==> config.mk <==
export PLATFORM = sky130hd
export DESIGN_NAME = dsram_like_bridge
export DESIGN_NICKNAME = d
export VERILOG_FILES = /design/src/rtl/cpu_bus_pkg.sv /design/src/rtl/dsram_size_enc.sv /design/src/rtl/dsram_like_bridge.sv
export SDC_FILE = /design/constraint.sdc
export NUM_CORES = 1
export LEC_CHECK = 0
export CORE_MARGIN = 4
export CORE_UTILIZATION = 36
export DETAILED_ROUTE_END_ITERATION = 10
export HOLD_SLACK_MARGIN = 0.08
export PLACE_DENSITY = 0.88
export SLEW_MARGIN = 10
export SYNTH_ARGS = -nofsm -noshare
export SYNTH_HDL_FRONTEND = slang
export SYNTH_SLANG_ARGS = --single-unit
==> constraint.sdc <==
create_clock -name clk -period 3 [get_ports clk]
set_input_delay 0.45 -clock clk [delete_from_list [all_inputs] [get_ports clk]]
set_output_delay 0.45 -clock clk [all_outputs]
set_load 0.02 [all_outputs]
==> src/rtl/cpu_bus_pkg.sv <==
// rtl/cpu_bus_pkg.sv - shared FSM state and transfer-size encodings for the data SRAM bridge
package cpu_bus_pkg;

  typedef enum logic [1:0] {
    IDLE = 2'd0,
    REQ  = 2'd1,
    WAIT = 2'd2,
    DONE = 2'd3
  } bridge_state_t;

  localparam logic [1:0] SIZE_BYTE = 2'd0;
  localparam logic [1:0] SIZE_HALF = 2'd1;
  localparam logic [1:0] SIZE_WORD = 2'd2;

endpackage

==> src/rtl/dsram_size_enc.sv <==
// rtl/dsram_size_enc.sv - byte-enable to {size, addr_lo} encoder, used only when DSRAM_BRIDGE_SIZE_ENC_EN is defined
module dsram_size_enc
  import cpu_bus_pkg::*;
(
  input  logic [3:0] i_wen,
  output logic [1:0] o_size,
  output logic [1:0] o_addr_lo
);

  // Single lanes become byte accesses, aligned pairs become halves, anything else is a full word
  always_comb begin
    o_size    = SIZE_WORD;
    o_addr_lo = 2'b00;
    case (i_wen)
      4'b0001: begin o_size = SIZE_BYTE; o_addr_lo = 2'd0; end
      4'b0010: begin o_size = SIZE_BYTE; o_addr_lo = 2'd1; end
      4'b0100: begin o_size = SIZE_BYTE; o_addr_lo = 2'd2; end
      4'b1000: begin o_size = SIZE_BYTE; o_addr_lo = 2'd3; end
      4'b0011: begin o_size = SIZE_HALF; o_addr_lo = 2'd0; end
      4'b1100: begin o_size = SIZE_HALF; o_addr_lo = 2'd2; end
      default: ;
    endcase
  end

endmodule

==> src/rtl/dsram_like_bridge.sv <==
// rtl/dsram_like_bridge.sv - single-cycle data SRAM port to req/addr_ok/data_ok bridge; DSRAM_BRIDGE_SIZE_ENC_EN enables write size encoding
module dsram_like_bridge
  import cpu_bus_pkg::*;
#(
  parameter int ADDR_W = 32,
  parameter int DATA_W = 32
) (
  input  logic              clk,
  input  logic              rst,
  input  logic              cpu_en,
  input  logic [3:0]        cpu_wen,
  input  logic [ADDR_W-1:0] cpu_addr,
  input  logic [DATA_W-1:0] cpu_wdata,
  output logic [DATA_W-1:0] cpu_rdata,
  input  logic              cpu_stall_in,
  output logic              stall,
  output logic              mem_req,
  output logic              mem_wr,
  output logic [1:0]        mem_size,
  output logic [ADDR_W-1:0] mem_addr,
  output logic [DATA_W-1:0] mem_wdata,
  output logic [3:0]        mem_wstrb,
  input  logic              mem_addr_ok,
  input  logic              mem_data_ok,
  input  logic [DATA_W-1:0] mem_rdata
);

  bridge_state_t     r_state;
  logic              r_req;
  logic              r_wr;
  logic [1:0]        r_size;
  logic [ADDR_W-1:0] r_addr;
  logic [DATA_W-1:0] r_wdata;
  logic [3:0]        r_wstrb;
  logic [DATA_W-1:0] r_rdata;

  logic              w_wr;
  logic [1:0]        w_size;
  logic [1:0]        w_addr_lo;
  logic              w_unused_addr_lo;

  assign w_wr = |cpu_wen;

`ifdef DSRAM_BRIDGE_SIZE_ENC_EN
  logic [1:0] w_enc_size;
  logic [1:0] w_enc_addr_lo;

  dsram_size_enc u_size_enc (
    .i_wen     (cpu_wen),
    .o_size    (w_enc_size),
    .o_addr_lo (w_enc_addr_lo)
  );

  // Reads stay word-sized and word-aligned; only writes are narrowed
  assign w_size    = w_wr ? w_enc_size    : SIZE_WORD;
  assign w_addr_lo = w_wr ? w_enc_addr_lo : 2'b00;
`else
  assign w_size    = SIZE_WORD;
  assign w_addr_lo = 2'b00;
`endif

  // The low address bits are always replaced by the lane encoding above
  assign w_unused_addr_lo = ^cpu_addr[1:0];

  // Access sequencer: capture once in IDLE, hold request until addr_ok, wait for data_ok, then park in DONE
  always_ff @(posedge clk or posedge rst) begin
    if (rst) begin
      r_state <= IDLE;
      r_req   <= 1'b0;
      r_wr    <= 1'b0;
      r_size  <= 2'b00;
      r_addr  <= '0;
      r_wdata <= '0;
      r_wstrb <= 4'b0000;
      r_rdata <= '0;
    end else begin
      case (r_state)
        IDLE: begin
          if (cpu_en) begin
            r_addr  <= {cpu_addr[ADDR_W-1:2], w_addr_lo};
            r_wdata <= cpu_wdata;
            r_wstrb <= cpu_wen;
            r_wr    <= w_wr;
            r_size  <= w_size;
            r_req   <= 1'b1;
            r_state <= REQ;
          end
        end
        REQ: begin
          // data_ok before the address is accepted is not a valid response and is ignored
          if (mem_addr_ok) begin
            r_req <= 1'b0;
            if (mem_data_ok) begin
              if (!r_wr) r_rdata <= mem_rdata;
              r_state <= DONE;
            end else begin
              r_state <= WAIT;
            end
          end
        end
        WAIT: begin
          if (mem_data_ok) begin
            if (!r_wr) r_rdata <= mem_rdata;
            r_state <= DONE;
          end
        end
        DONE: begin
          // A frozen pipeline keeps cpu_en high here; waiting in DONE keeps it from re-issuing
          if (!cpu_stall_in) r_state <= IDLE;
        end
        default: r_state <= IDLE;
      endcase
    end
  end

  assign stall     = !rst && (((r_state == IDLE) && cpu_en) || (r_state == REQ) || (r_state == WAIT));
  assign mem_req   = r_req;
  assign mem_wr    = r_wr;
  assign mem_size  = r_size;
  assign mem_addr  = r_addr;
  assign mem_wdata = r_wdata;
  assign mem_wstrb = r_wstrb;
  assign cpu_rdata = r_rdata;

endmodule

==> parameters.txt <==
Parameter                              Value

Outcome
  Outcome ... complete, no violations

Global routing
  Global routing usage summed across all routing layers ... around 15%
  Initial antenna violation count ... 0
  Total overflow reported by the global router ... 0
  Vias in the first global route ... around 3100
  Wire length of the first global-routing pass ... between 15 and 20 mm
  Maximum number of pins on one net before global-route repair ... between 100 and 150

Logic synthesis
  Number of unique standard cell types used by synthesis ... 22
  Synthesized instance count ... about 250
  Commonest register cell after synthesis ... dfrtp_1
  List of most frequent post-synthesis cells ... dfrtp_1 (103), mux2_2 (97), buf_2 (7)
  Area share of the largest cell type after synthesis ... between 60% and 70%
  Cell area after synthesis ... between 4000 and 5000 µm²
  Avg Cell Area, Syn ... 16.33 µm²
  Top-count cell post-synth ... dfrtp_1
  Area contributors post-synth ... dfrtp_1 (64%), mux2_2 (27%), ha_1 (1.6%)
  Share of async-settable or async-resettable flops after synthesis ... 100.0%
  Sequential-to-total area share from yosys stat ... between 60 and 70%
  Yosys synthesis warning count ... 0
  #FFs+latches synth ... 103
  Count of flip-flops with a built-in enable after synthesis ... 0
  Biggest area consumer among synthesized cells ... dfrtp_1

Worst setup path
  Kind of start point of the critical path ... register
  Worst flop-to-flop path endpoint ... mem_wdata[13]$_DFFE_PP0P_
  Arrival time at the worst endpoint ... ~2100 ps
  Worst Setup EP ... stall
  Critical Path Source ... r_state[1]$_DFFE_PP0P_
  Worst setup EP type ... output pin
  Slack of the worst reg-to-reg path ... ~900 ps
  Crit Path Class ... reg -> out
  Worst reg2reg path startpoint ... r_state[0]$_DFFE_PP0P_
  Max Fanout on Critical Path ... 5
  Data required time at the worst endpoint ... ~2600 ps
  FF-to-FF path depth ... 5

Pwr
  VDD IR max ... about 0.52 mV
  NetSw ... around 0.0025 W
  Total power divided by cell area ... about 1100 nW/µm²
  Share of total power in the clock network ... approximately 13%
  Fraction of power consumed by sequential logic ... 34.7%
  Internal power component ... around 0.0046 W
  Combinational share of power ... between 50% and 60%
  Sw Ratio ... between 30% and 40%
  Leakage power of the design ... between 2 and 3 nW

Clocking
  Total number of H-tree levels ... 3
  Clock tree root driver cell ... clkbuf_8
  Clock-pin slew reported for the worst setup and hold paths after clock tree synthesis ... 90 ps
  Total number of clock tree sinks ... 103
  Clock tree from TritonCTS ... yes
  Hold Buf Count CTS ... 0
  CTS-repair resized insts ... 0
  Clock tree buffer depth ... 2
  Number of setup buffers added after CTS ... 0
  Inserted Clock Buffers ... 9
  Clock insertion delay at the later pin of the skew report ... roughly 350 ps

Job
  Reported max-cap violation count ... 0

Layout
  Number of nets in the finished design ... roughly 560
  Synthesis-to-finish area growth ... 59.91%
  Fraction of layout cells with a size suffix above 1 ... between 20 and 30%
  Fin area ... ~6400 µm²
  Antenna diode count ... 0

Floorplan
  Starting utilization of the core area ... between 30% and 40%
  CORE AREA ... 10840 µm²
  X dimension of the die ... approximately 110 µm
  Area of the die ... between 10000 and 15000 µm²
  Vert. Die Dim ... between 100 and 150 µm
  Top-Level Pins ... between 200 and 250
  Number of rows in the core area ... 38

Timing
  Final period demand of the worst path ... 2529 ps
  Portion of the clock cycle consumed by the worst path in the final layout ... a little over four fifths
  Maximum achievable frequency ... between 300 and 400 MHz
  Hold Vio Cnt, Final ... 0
  Least-Margin Pin Slew ... ~850 ps
  Max Transition Viols Final ... 0
  Final total negative setup slack ... 0 ps
  Setup repair after global routing missed its margin ... no
  Count of endpoints failing setup in the final report ... 0
  Relative max-transition margin ... 43.34%
  Final clock skew ... about 7.5 ps

Drt
  Routed via count divided by cell count ... between 4 and 5
  Count of nets left with antenna violations after detail routing ... 0
  Wire per inst ... between 15 and 20 µm
  Wire length reported by the detailed router ... 9.735 mm
  Drc violations ... 0
  Number of design-rule violations left by the first detailed-router iteration ... 50
  Detailed Routing Iterations Pass 1 ... 2
  Via Count ... 2733

Placement
  Final GP Congestion ... ~0.81
  HPWL after detailed placement ... 7.466 mm
  Post-detailed-placement cell area ... between 6000 and 7000 µm²
  Port buffer count ... roughly 210

Min path
  Startpoint of the most critical hold path ... mem_size[1]$_DFFE_PP0P_
  Type of the worst min-delay path ... reg -> reg
## worst min-delay path by stage
stage / to / slack (ps) / depth (start not counted)
final: mem_size[1]$_DFFE_PP0P_ / 490 / 1
after global placement: mem_size[1]$_DFFE_PP0P_ / 450 / 1
after global routing: mem_size[1]$_DFFE_PP0P_ / 520 / 1
after CTS: cpu_rdata[11]$_DFFE_PP0P_ / 500 / 1
after detailed placement: cpu_rdata[11]$_DFFE_PP0P_ / 480 / 1
after floorplan: r_state[1]$_DFFE_PP0P_ / 550 / 1
## layout by cell type, fill, tap and decap left out, drive strengths merged
cell type	count
nand4b	1
nand2b	3
clkinv	2
clkinvlp	3
conb	3
o21bai	1
o21ai	1
clkdlybuf4s50	205
nor2	1
ha	5
mux2	99
a22o	1
nand2	5
a21oi	2
buf	3
nor3	1
inv	3
clkbuf	10
a2111oi	1
dfrtp	103
nor2b	1
mux2i	1
nor4	1
bufinv	2
## worst max-delay path, cell delays in order (launching register included)
cell and delay [ps]:
dfrtp_1 440, inv_1 120, ha_1 280, nor2_1 90, a21oi_1 170, clkdlybuf4s50_1 640
## area by class of cell
cell class | instances | area (µm²)
fill | 864 | 4442
sequential | 103 | 2577
timing repair buffer | 208 | 2087
multi-input combinational | 127 | 1328
tap | 140 | 175.2
clock buffer | 10 | 127.6
clock inverter | 6 | 85.08
inverter | 4 | 18.77
## state kept, by name, indices dropped and copies added (netlist names)
register   cells
mem_size       1
mem_addr      30
mem_wstrb      4
mem_wr         1
cpu_rdata     32
r_state        2
mem_req        1
mem_wdata     32
## cell families after synthesis
| group | count (synthesis) | share of synthesized area (%) |
|---|---|---|
| flops | 103 | 64.42 |
| mux | 100 | 28.11 |
| buf+inv | 17 | 2.658 |
| simple gates | 13 | 2.158 |
| compound gates | 6 | 1.001 |
| fa+ha+maj | 5 | 1.563 |
| other cells | 1 | 0.09372 |
## power by group through the flow
stage	Sequential [W]	Combinational, W	Clock, W
floorplan	0.00332	0.00113	0
global placement	0.00244	0.00369	0
detailed placement	0.00251	0.00378	0
CTS	0.00248	0.00379	0.000951
global route	0.00257	0.00395	0.00102
finish	0.00247	0.00373	0.000914
## through the flow
stage	power (W)	cells	util, %	setup slack, ps	hold slack [ps]
detailed placement	0.006282	582	57.06	704.2	479.0
floorplan	0.004451	247	-	1214	554.5
finish	0.007109	598	59.03	470.9	489.4
CTS	0.007223	598	59.03	445.6	500.8
global placement	0.006128	582	57.06	719.8	451.5
global route	0.007531	598	59.03	335.6	516.0
## routing by layer
layer	part of all wire (%)	vias to the layer above	routed length, µm	global-route usage, %
li1	-	1255	-	-
met1	37	1333	3563	16.52
met2	52	131	5016	27.13
met3	9.9	14	966	5.464
met4	1.9	0	189	5.689
met5	0	-	0	0
No activity file was read; power rests on OpenSTA's default activity.
